`src/rtl/alu_pkg.sv`:
```
// rtl/alu_pkg.sv - op-code and status-bit constants shared by the ALU files
// Purpose: FS[4:2] operation codes and {V,C,N,Z} status bit positions.
// Ports: none (package).
package alu_pkg;

  localparam logic [2:0] OP_AND = 3'b000;
  localparam logic [2:0] OP_OR  = 3'b001;
  localparam logic [2:0] OP_ADD = 3'b010;
  localparam logic [2:0] OP_XOR = 3'b011;
  localparam logic [2:0] OP_SHL = 3'b100;
  localparam logic [2:0] OP_SHR = 3'b101;
  localparam logic [2:0] OP_MUL = 3'b110;
  localparam logic [2:0] OP_DIV = 3'b111;

  localparam int ST_V = 3;
  localparam int ST_C = 2;
  localparam int ST_N = 1;
  localparam int ST_Z = 0;

  typedef enum logic {
    S_IDLE = 1'b0,
    S_BUSY = 1'b1
  } alu_state_t;

endpackage

```
`src/rtl/alu_muldiv_iter.sv`:
```
// rtl/alu_muldiv_iter.sv - bit-serial shift-add multiplier / restoring divider
// Purpose: one operand bit per cycle over WIDTH cycles after start.
// Ports:
//   clock, reset      : clock and synchronous active-high reset
//   start             : load operands (only honoured while idle)
//   is_div            : 1 = unsigned divide, 0 = unsigned multiply
//   a, b              : multiplicand/dividend, multiplier/divisor
//   done              : high in the cycle the last bit is processed
//   result            : low product half or quotient, valid with done
//   ovf               : MUL: high product half nonzero; DIV: divisor was zero
module alu_muldiv_iter #(
  parameter int WIDTH = 64
) (
  input  logic             clock,
  input  logic             reset,
  input  logic             start,
  input  logic             is_div,
  input  logic [WIDTH-1:0] a,
  input  logic [WIDTH-1:0] b,
  output logic             done,
  output logic [WIDTH-1:0] result,
  output logic             ovf
);

  localparam int SHW = $clog2(WIDTH);
  localparam logic [SHW-1:0] LAST = SHW'(WIDTH - 1);

  logic             busy;
  logic             div_q;
  logic             div_zero;
  logic [SHW-1:0]   cnt;
  logic [WIDTH-1:0] hi;    // product high half / partial remainder
  logic [WIDTH-1:0] lo;    // multiplier bits / dividend shifting into quotient
  logic [WIDTH-1:0] d;     // multiplicand / divisor

  logic [WIDTH-1:0] nxt_hi;
  logic [WIDTH-1:0] nxt_lo;
  logic [WIDTH:0]   mul_sum;
  logic [WIDTH:0]   div_shift;
  logic [WIDTH+1:0] div_diff;

  // The step for the current bit is combinational so the final bit can be
  // handed to the parent in the same cycle it is processed.
  always_comb begin
    nxt_hi    = hi;
    nxt_lo    = lo;
    mul_sum   = {1'b0, hi} + (lo[0] ? {1'b0, d} : '0);
    div_shift = {hi, lo[WIDTH-1]};
    div_diff  = {1'b0, div_shift} - {2'b00, d};
    if (div_q) begin
      // Restoring step: keep the trial difference only when it did not borrow.
      if (div_diff[WIDTH+1]) begin
        nxt_hi = div_shift[WIDTH-1:0];
        nxt_lo = {lo[WIDTH-2:0], 1'b0};
      end else begin
        nxt_hi = div_diff[WIDTH-1:0];
        nxt_lo = {lo[WIDTH-2:0], 1'b1};
      end
    end else begin
      nxt_hi = mul_sum[WIDTH:1];
      nxt_lo = {mul_sum[0], lo[WIDTH-1:1]};
    end
  end

  assign done   = busy && (cnt == LAST);
  assign result = nxt_lo;
  assign ovf    = div_q ? div_zero : (nxt_hi != '0);

  always_ff @(posedge clock) begin
    if (reset) begin
      busy     <= 1'b0;
      div_q    <= 1'b0;
      div_zero <= 1'b0;
      cnt      <= '0;
      hi       <= '0;
      lo       <= '0;
      d        <= '0;
    end else if (!busy) begin
      if (start) begin
        busy     <= 1'b1;
        div_q    <= is_div;
        div_zero <= (b == '0);
        cnt      <= '0;
        hi       <= '0;
        lo       <= a;
        d        <= b;
      end
    end else begin
      hi  <= nxt_hi;
      lo  <= nxt_lo;
      cnt <= cnt + 1'b1;
      if (done) busy <= 1'b0;
    end
  end

endmodule

```
`src/rtl/alu_iterative.sv`:
```
// rtl/alu_iterative.sv - ALU with single-cycle logic/add/shift and iterative mul/div
// Purpose: registered ALU result and {V,C,N,Z} status with start/ready/done handshake.
// Ports:
//   clock, reset : clock and synchronous active-high reset
//   start        : request, accepted when ready=1
//   A, B         : operands; B[SHW-1:0] is the shift amount
//   FS           : FS[0] invert B, FS[1] invert A, FS[4:2] operation
//   C0           : adder carry-in
//   ready        : a start will be accepted this cycle
//   done         : one-cycle pulse when F/status are updated
//   F, status    : registered result and {V,C,N,Z}
module alu_iterative
  import alu_pkg::*;
#(
  parameter int WIDTH = 64,
  parameter int SHW   = $clog2(WIDTH)
) (
  input  logic             clock,
  input  logic             reset,
  input  logic             start,
  input  logic [WIDTH-1:0] A,
  input  logic [WIDTH-1:0] B,
  input  logic [4:0]       FS,
  input  logic             C0,
  output logic             ready,
  output logic             done,
  output logic [WIDTH-1:0] F,
  output logic [3:0]       status
);

  alu_state_t state, state_nxt;

  logic             accept;
  logic             is_md;
  logic             md_start;
  logic             md_done;
  logic             md_ovf;
  logic [WIDTH-1:0] md_result;

  logic [2:0]       op;
  logic [WIDTH-1:0] as_op;
  logic [WIDTH-1:0] bs_op;
  logic [WIDTH:0]   sum;
  logic [WIDTH-1:0] alu_res;
  logic [3:0]       alu_st;
  logic [3:0]       md_st;

  assign op       = FS[4:2];
  assign is_md    = (op == OP_MUL) || (op == OP_DIV);
  assign accept   = start && ready;
  assign md_start = accept && is_md;

  always_comb begin
    ready     = (state == S_IDLE);
    state_nxt = state;
    case (state)
      S_IDLE: if (md_start) state_nxt = S_BUSY;
      S_BUSY: if (md_done)  state_nxt = S_IDLE;
      default: state_nxt = S_IDLE;
    endcase
  end

  always_ff @(posedge clock) begin
    if (reset) state <= S_IDLE;
    else       state <= state_nxt;
  end

  // Single-cycle datapath; inversion only feeds the logic/add ops.
  always_comb begin
    as_op   = FS[1] ? ~A : A;
    bs_op   = FS[0] ? ~B : B;
    sum     = {1'b0, as_op} + {1'b0, bs_op} + {{WIDTH{1'b0}}, C0};
    alu_res = '0;
    alu_st  = '0;
    case (op)
      OP_AND: alu_res = as_op & bs_op;
      OP_OR:  alu_res = as_op | bs_op;
      OP_ADD: alu_res = sum[WIDTH-1:0];
      OP_XOR: alu_res = as_op ^ bs_op;
      OP_SHL: alu_res = A << B[SHW-1:0];
      OP_SHR: alu_res = A >> B[SHW-1:0];
      default: alu_res = '0;
    endcase
    if (op == OP_ADD) begin
      alu_st[ST_C] = sum[WIDTH];
      alu_st[ST_V] = ~(as_op[WIDTH-1] ^ bs_op[WIDTH-1]) & (alu_res[WIDTH-1] ^ as_op[WIDTH-1]);
    end
    alu_st[ST_N] = alu_res[WIDTH-1];
    alu_st[ST_Z] = (alu_res == '0);
  end

  always_comb begin
    md_st       = '0;
    md_st[ST_V] = md_ovf;
    md_st[ST_N] = md_result[WIDTH-1];
    md_st[ST_Z] = (md_result == '0);
  end

  alu_muldiv_iter #(
    .WIDTH (WIDTH)
  ) u_muldiv (
    .clock  (clock),
    .reset  (reset),
    .start  (md_start),
    .is_div (op == OP_DIV),
    .a      (A),
    .b      (B),
    .done   (md_done),
    .result (md_result),
    .ovf    (md_ovf)
  );

  always_ff @(posedge clock) begin
    if (reset) begin
      F      <= '0;
      status <= '0;
      done   <= 1'b0;
    end else begin
      done <= 1'b0;
      if (accept && !is_md) begin
        F      <= alu_res;
        status <= alu_st;
        done   <= 1'b1;
      end else if (state == S_BUSY && md_done) begin
        F      <= md_result;
        status <= md_st;
        done   <= 1'b1;
      end
    end
  end

endmodule

```
`config.mk`:
```
export PLATFORM = sky130hd
export DESIGN_NAME = alu_iterative
export DESIGN_NICKNAME = d
export VERILOG_FILES = /design/src/rtl/alu_pkg.sv /design/src/rtl/alu_muldiv_iter.sv /design/src/rtl/alu_iterative.sv
export SDC_FILE = /design/constraint.sdc
export NUM_CORES = 2
export LEC_CHECK = 0
export CAP_MARGIN = 20
export CELL_PAD_IN_SITES_DETAIL_PLACEMENT = 2
export CELL_PAD_IN_SITES_GLOBAL_PLACEMENT = 2
export CORE_AREA = 4 4 292 408
export DETAILED_ROUTE_END_ITERATION = 7
export DIE_AREA = 0 0 296 412
export PLACE_DENSITY_LB_ADDON = 0.1
export REMOVE_ABC_BUFFERS = 1
export SLEW_MARGIN = 20
export SYNTH_ARGS = -nofsm -noshare
export SYNTH_HDL_FRONTEND = slang
export SYNTH_HIERARCHICAL = 1
export SYNTH_SLANG_ARGS = --single-unit
```
`constraint.sdc`:
```
create_clock -name clock -period 6.8 [get_ports clock]
set_input_delay 1.02 -clock clock [delete_from_list [all_inputs] [get_ports clock]]
set_output_delay 1.02 -clock clock [all_outputs]
set_load 0.01 [all_outputs]
```
After elaboration in Yosys (flattened, before gate mapping):

Cells that the tools add are included.

* register bits: 271
* input port bits: 137
* output and inout port bits: 70

* add/subtract/negate cells: 5
* equal/unequal tests: 8
* shift-type cells: 2
* multiplexer cells: 26
* bitwise logic cells: 11
* reduce and logical (&&, ||, !) cells: 15

Operators by type and width (number)
* two-way mux 64 bit: 12
* one-hot mux 64 bit (6 select lines): 1
* logical NOT 64 bit: 3
* NOT 64 bit: 2
* subtractor 65 x 64 -> 66 bit: 1
* adder 64 x 64 -> 65 bit: 1
* adder 64 x 65 -> 65 bit: 1
* adder 65 x 1 -> 65 bit: 1
* AND 64 bit: 1
* OR 64 bit: 1
* nonzero test 64 bit: 1
* left shift 64 x 6 -> 64 bit: 1
* right shift 64 x 6 -> 64 bit: 1
* bitwise XOR 64 bit: 1
* == test 3 bit (second input constant): 4
* two-way mux 6 bit: 2
* two-way mux 4 bit: 2
* two-way mux 1 bit: 7
* adder 6 x 1 -> 6 bit (second input constant): 1
* == test 3 x 2 -> 1 bit (second input constant): 2
* == test 6 bit (second input constant): 1
* logical AND 1 bit: 5
* nonzero test 2 bit: 2
* == test 3 x 1 -> 1 bit (second input constant): 1
* 9 further kinds: 12

Logic depth before layout (Yosys ltp):

* depth after elaboration: 9
* mapped depth: 22

Cells and area by module:

Netlist, hierarchy kept.

Modules (own cells, without submodules)
* alu_iterative: times used 1, cells each 3328, area an instance 23780.3 µm², sequential area each 1381.3 µm²
* alu_muldiv_iter: times used 1, cells each 2569, area an instance 18697.9 µm², sequential area each 4023.9 µm²

Worst setup path after synthesis:

OpenSTA, ideal clock, no wires.

* path kind: input -> register
* from: input port B[4]
* to: register status[0]
* setup time: 69 ps
* arrival: 5651 ps
* slack: 1080 ps
* stages: 20
* buffers on the path: 6
* cell sequence: clkbuf_1 -> clkbuf_1 -> clkbuf_1 -> buf_1 -> buf_1 -> clkbuf_1 -> xor2_1 -> ha_1 -> or2_2 -> a21oi_1 -> a21oi_1 -> a311oi_1 -> mux2i_1 -> a2111oi_1 -> nand2_1 -> nor4_1 -> nand4_1 -> nor4_1 -> nand4_1 -> o21ai_1

* word-level cells in the longest chain between the ends: 7
* elaborated cells between the ends (all ways): 12

Ends and longest elaborated chain
* start: declaration: line alu_iterative.sv:22 `input logic [WIDTH-1:0] B,`
* NOT 64 bit: line alu_iterative.sv:71 `bs_op = FS[0] ? ~B : B;`
* two-way mux 64 bit: line alu_iterative.sv:71
* adder 64 x 64 -> 65 bit: line alu_iterative.sv:72 `sum = {1'b0, as_op} + {1'b0, bs_op} + {{WIDTH{1'b0}}, C0};`
* adder 65 x 1 -> 65 bit: line alu_iterative.sv:72
* one-hot mux 64 bit (6 select lines) (*): line alu_iterative.sv:75 `case (op)`
* logical NOT 64 bit (*): line alu_iterative.sv:89 `alu_st[ST_Z] = (alu_res == '0);`
* two-way mux 4 bit (*): line alu_iterative.sv:120 `if (accept && !is_md) begin`
* end signal: assignment: line alu_iterative.sv:122 `status <= alu_st;`
* end signal: assignment: line alu_iterative.sv:126 `status <= md_st;`
* end: declaration: line alu_iterative.sv:28 `output logic [3:0] status`

Mark *: on every way between the ends. The rest lies on a longest branch, timed or not.
A chain may end at the register's enable or synchronous reset.

Final worst setup path:

* from: register u_muldiv.lo[0]
* to: register status[3]

* word-level cells in the longest chain between the ends: 7

Ends and longest elaborated chain
* start: declaration: line alu_muldiv_iter.sv:33 `logic [WIDTH-1:0] lo;`
* start signal: assignment: line alu_muldiv_iter.sv:90 `lo <= nxt_lo;`
* two-way mux 64 bit: line alu_muldiv_iter.sv:47 `mul_sum = {1'b0, hi} + (lo[0] ? {1'b0, d} : '0);`
* adder 64 x 65 -> 65 bit: line alu_muldiv_iter.sv:47
* two-way mux 64 bit: line alu_muldiv_iter.sv:50 `if (div_q) begin`
* nonzero test 64 bit: line alu_muldiv_iter.sv:67 `assign ovf = div_q ? div_zero : (nxt_hi != '0);`
* two-way mux 1 bit: line alu_muldiv_iter.sv:67
* via md_ovf: line alu_iterative.sv:37 `logic md_ovf;`
* two-way mux 4 bit: line alu_iterative.sv:124 `end else if (state == S_BUSY && md_done) begin`
* two-way mux 4 bit: line alu_iterative.sv:120

The timed path passes the listed nets, and every way through them passes these cells. The select of a mux whose other input is x is not followed.

==> out/results.txt <==
In the synthesized netlist the async set-or-reset flop fraction comes to 0%. The run gives 0.005411 sq mm as the footprint of the flip-flops and latches. The tools report the startpoint class of the critical path as a register.

The post-detailed-route wirelength per cell works out to 37.50 um. The top cell family by delay on the critical path was compound AO/OA/AOI/OAI gates. During synthesis, Yosys emitted a total of 6 warnings. The flow ran to the end, and the final reports show no timing, DRC or antenna violations. The logs give 83 for the largest net degree at the start of global routing and 0 for the residual overflow from global routing. The tools report the placed standard-cell area as 0.04681 sq mm. The setup slack of the worst register-to-register path was 0.36 ns; the final cycle utilization of the critical path was 94.70%. After Yosys synthesis, and, or, nand and nor cells account for 22.09% of the synthesized area.

Among the stages of the critical path, the cell type that occurs most often is sky130_fd_sc_hd__a21oi_1. The tools report the final clock skew as 0.01686 ns. Number of global-route vias before repair: 53368. The transition time of the tightest slew-check pin is 1.234 ns. Measured against its own limit, the worst slew margin works out to 17.56%. The detailed placement HPWL came out at 223200 um.

The count of endpoints failing setup in the final report came out at 0. The worst path arrival time was 6.94 ns; the worst ir drop on vdd was 0.1851 mV. The horizontal extent of the die is 296 um.

End of the worst register-to-register path: status[3]$_SDFFE_PP0P_. The worst path needs 6.439 ns of the cycle, external delays included. Counting flops with a built-in enable in the synthesized netlist gives 0.

The register clock-pin slew on the reported worst setup and hold paths was 0.06 ns; the total count of hold-check failures in the final report was 0. Of all nets on the critical path, the largest fanout is 54. By area, the combinational part of the netlist is dominated by compound AO/OA/AOI/OAI gates. In this run the core area contains 148 standard-cell rows. The launch point of the worst hold path was u_muldiv/d[5]$_SDFFE_PP0P_. The area share of the leading cell type in the synthesized netlist is 12.72%, and the total routing resource utilization after global routing is 44.58%. For this configuration, the core starts out at a cell density of 36.70%. The core region is 0.1157 sq mm. The number of iterations in the first detailed-routing pass is 6. Clock latency reported for the late side of the worst-skew pair: 0.61 ns. Of the total synthesized cell area, the portion taken by XOR and XNOR cells is 5.155%. Root cell of the clock tree: sky130_fd_sc_hd__clkbuf_16. Summing every instance area after synthesis gives 0.04248 sq mm. The first-pass GRT wire length is 395600 um, and the final-layout fill cell count is 13594. Synthesis inferred 270 register bits. The endpoint kind of the worst setup timing path is a register. The startpoint identified for the worst register-to-register timing path is u_muldiv/lo[0]$_SDFFE_PP0P_. The path with the worst hold slack has its endpoint at u_muldiv/d[5]$_SDFFE_PP0P_.

During placement, the flow inserted port buffers numbering 206. Buffers inserted to repair hold after CTS numbered 0. The critical path in this run is classified as register to register. The class of the worst hold path was register to register.

For the number of nets in the layout, the log shows 6340. The maximum buffer depth of the clock tree came out at 3. Power spread over the standard cell area amounts to 170.7 mW/mm^2.

The number of remaining DRC errors is 0, and the post-CTS setup-driven buffer insertion count is 0. Setup repair after global routing left no endpoint under its margin. Ratio of routed vias to standard cells: 6.852. TritonCTS built the clock tree. The signal on the critical path passes through buf_12, and2_1, ha_1, a21oi_1, o21ai_0, a2bb2oi_1, a21oi_1, o311ai_1, a21oi_1, xnor2_1, nor2_1, o221ai_1, nor4b_1, nand4_1, buf_4, o41a_1, o21ai_0, o41ai_1, o211a_1. The count of cells along the worst hold path is 2. The number of gates resized after CTS was 0. Synthesis produced a netlist whose cell count is 5897. For this design, the slowest cell found on the critical path is sky130_fd_sc_hd__o311ai_1. The die is 412 um tall. For the setup TNS after final layout, the log shows 0 ns. The synthesized netlist devotes 27.87% of its cell area to compound gates. Among all flip-flop cells after synthesis, the most frequent one is sky130_fd_sc_hd__dfxtp_1.

Relative to the synthesized area, the layout overhead comes to 13.44%. The global placer's final weighted congestion is 1.076. The run gives 2 as the level count of the clock H-tree.

The proportion of synthesized area in mux cells is 16.84%, and the routed wire length is 280900 um. For this design, the sink count on the clock tree is 270. The unique cell type count in the Yosys netlist was 113; the highest clock frequency the design can meet was 155.3 MHz. The number of cells on the worst reg-to-reg path works out to 19. The analysis attributes to cell leakage a power of 19.66 nW.

STA puts the critical path data required time at 7.30 ns. On the worst path, the slowest cell contributes a delay of 0.96 ns. Cell taking the most area after synthesis: sky130_fd_sc_hd__dfxtp_1.

For this run, the register share of the synthesized area comes to 12.72%. The reported max-cap violation count is 0, and the combined buffer and inverter count along the critical path is 2. Share of cells above drive strength 1: 12.99%. By area the synthesized netlist is led by sky130_fd_sc_hd__dfxtp_1 13%, sky130_fd_sc_hd__ha_1 7.6%, sky130_fd_sc_hd__nand2_1 6.3%, sky130_fd_sc_hd__a21oi_1 6.3%, sky130_fd_sc_hd__mux4_2 6.1%. The multi-input combinational cell area is 0.03400 sq mm, and the number of routed nets with antenna violations is 0.

The die area was 0.1220 sq mm. The number of antenna violations at the first check in global routing was 30; the mean cell area of the mapped netlist was 7.203 sq um. Summing the areas of all fa, ha and maj instances in the mapped netlist gives 7.711% of the synthesized area.

Buffers inserted during clock tree synthesis total 37. The logs give 51315 for the via total after detailed routing and 0 for the number of max-slew violations in the final report. After routing the design area is 0.04819 sq mm. The top-level port count came out at 207. The run gives 4711 as the number of DRC markers in iteration 0.

Overall power after layout: 8.227 mW.
cells in the final DEF (no fill, tap or decap), types with 32 or more instances in the layout:
cell type | netlist | routed
sky130_fd_sc_hd__mux4_2 | 115 | 115
sky130_fd_sc_hd__nor2_1 | 524 | 516
sky130_fd_sc_hd__xnor2_1 | 71 | 71
sky130_fd_sc_hd__mux2_2 | 165 | 165
sky130_fd_sc_hd__a31oi_1 | 56 | 55
sky130_fd_sc_hd__a21oi_1 | 533 | 532
sky130_fd_sc_hd__o21a_1 | 58 | 58
sky130_fd_sc_hd__o22ai_1 | 77 | 76
sky130_fd_sc_hd__clkdlybuf4s50_1 | 0 | 195
sky130_fd_sc_hd__inv_1 | 268 | 266
sky130_fd_sc_hd__nor3_1 | 100 | 97
sky130_fd_sc_hd__clkbuf_16 | 0 | 38
sky130_fd_sc_hd__nand4_1 | 98 | 98
sky130_fd_sc_hd__a211oi_1 | 195 | 194
sky130_fd_sc_hd__a311oi_1 | 40 | 40
sky130_fd_sc_hd__o21ai_0 | 259 | 255
sky130_fd_sc_hd__nand2_1 | 712 | 710
sky130_fd_sc_hd__o211ai_1 | 76 | 76
sky130_fd_sc_hd__mux2i_1 | 247 | 245
sky130_fd_sc_hd__nor2b_1 | 32 | 32
sky130_fd_sc_hd__o21bai_1 | 34 | 34
sky130_fd_sc_hd__dfxtp_1 | 270 | 267
sky130_fd_sc_hd__buf_4 | 16 | 300
sky130_fd_sc_hd__a21o_1 | 78 | 78
sky130_fd_sc_hd__xor2_1 | 179 | 179
sky130_fd_sc_hd__nor4_1 | 72 | 68
sky130_fd_sc_hd__and3_1 | 94 | 94
sky130_fd_sc_hd__nand3_1 | 134 | 133
sky130_fd_sc_hd__nand2b_1 | 36 | 36
sky130_fd_sc_hd__and2_1 | 96 | 95
sky130_fd_sc_hd__ha_1 | 257 | 257
report_power, final:
group	total (mW)	internal (mW)	switching, mW
combinational	4.31	1.40	2.91
sequential	1.74	1.66	0.0777
clock	2.17	1.26	0.912
total	8.23	4.32	3.90
synth_stat cells, drive strengths merged, types with 71 or more instances:
master  count
a211oi    196
a21o       78
a21oi     537
and2       98
and3       94
buf       165
clkbuf    344
dfxtp     270
ha        257
inv       270
mux2      168
mux2i     249
mux4      121
nand2     713
nand3     134
nand4      98
nor2      525
nor3      101
nor4       74
o211ai     77
o21ai     269
o22ai      77
xnor2      71
xor2      179
state kept, by name, summed over array words and instances (netlist names):
name,count
u_muldiv/hi,64
u_muldiv/div_q,1
u_muldiv/div_zero,1
state,1
F,63
u_muldiv/cnt,6
status,4
u_muldiv/lo,64
u_muldiv/d,64
done,1
u_muldiv/busy,1
layout make-up:
type                    count  area share (%)
clock inverters            17          0.5011
flip-flops and latches    270           11.23
well taps                1500           3.895
repair buffers            516           9.428
clock buffers              47           2.127
diodes                     21          0.1091
inverters                 274           2.147
multi-input cells        4844           70.56
cell families (layout without fill, tap and decap cells):
logic type	count (synthesis)	count (layout)
buffers and inverters	783	854
XOR/XNOR	250	250
adder cells (fa/ha/maj)	260	260
AND/OR/NAND/NOR	2016	2016
other	0	21
AO/OA/AOI/OAI	1780	1780
multiplexers	538	538
flip-flops	270	270
per-stage QoR:
stage | hold slack (ns) | cells | setup WS (ns) | util [%]
3_5_place_dp | 0.4614 | 7402 | 0.3209 | 40.45
5_1_grt | 0.4958 | 7470 | 0.3541 | 41.59
4_1_cts | 0.4697 | 7466 | 0.5137 | 41.54
2_1_floorplan | 0.4387 | 5388 | -4.067 | -
3_3_place_gp | 0.4550 | 7402 | 0.3117 | 40.45
6_report | 0.4665 | 7489 | 0.3605 | 41.63
worst register-to-register path: stages, from the launching register on:
cell	delay, ns
sky130_fd_sc_hd__dfxtp_2	0.51
sky130_fd_sc_hd__buf_12	0.27
sky130_fd_sc_hd__and2_1	0.20
sky130_fd_sc_hd__ha_1	0.31
sky130_fd_sc_hd__a21oi_1	0.25
sky130_fd_sc_hd__o21ai_0	0.23
sky130_fd_sc_hd__a2bb2oi_1	0.39
sky130_fd_sc_hd__a21oi_1	0.27
sky130_fd_sc_hd__o311ai_1	0.96
sky130_fd_sc_hd__a21oi_1	0.23
sky130_fd_sc_hd__xnor2_1	0.19
sky130_fd_sc_hd__nor2_1	0.15
sky130_fd_sc_hd__o221ai_1	0.12
sky130_fd_sc_hd__nor4b_1	0.86
sky130_fd_sc_hd__nand4_1	0.19
sky130_fd_sc_hd__buf_4	0.19
sky130_fd_sc_hd__o41a_1	0.52
sky130_fd_sc_hd__o21ai_0	0.23
sky130_fd_sc_hd__o41ai_1	0.11
sky130_fd_sc_hd__o211a_1	0.13
worst max path at each step:
stage / start / endpoint / slack [ns] / depth (start not counted)
6_report: u_muldiv/lo[0]$_SDFFE_PP0P_ / status[3]$_SDFFE_PP0P_ / 0.36 / 19
5_1_grt: u_muldiv/d[36]$_SDFFE_PP0P_ / status[3]$_SDFFE_PP0P_ / 0.35 / 20
4_1_cts: u_muldiv/lo[0]$_SDFFE_PP0P_ / status[3]$_SDFFE_PP0P_ / 0.51 / 19
3_5_place_dp: A[10] / status[0]$_SDFFE_PP0P_ / 0.32 / 16
3_3_place_gp: A[38] / status[0]$_SDFFE_PP0P_ / 0.31 / 15
2_1_floorplan: start / u_muldiv/div_q$_SDFFE_PP0P_ / -4.07 / 6
metal layers:
metal	vias up	global-route usage, %	routed length [um]
met5	-	0	77
met4	12	38.75	30910
met3	1069	9.441	19990
met2	2584	72.80	128500
met1	25812	48.87	101400
li1	21838	-	-
Power figures use the tool's default switching activity.
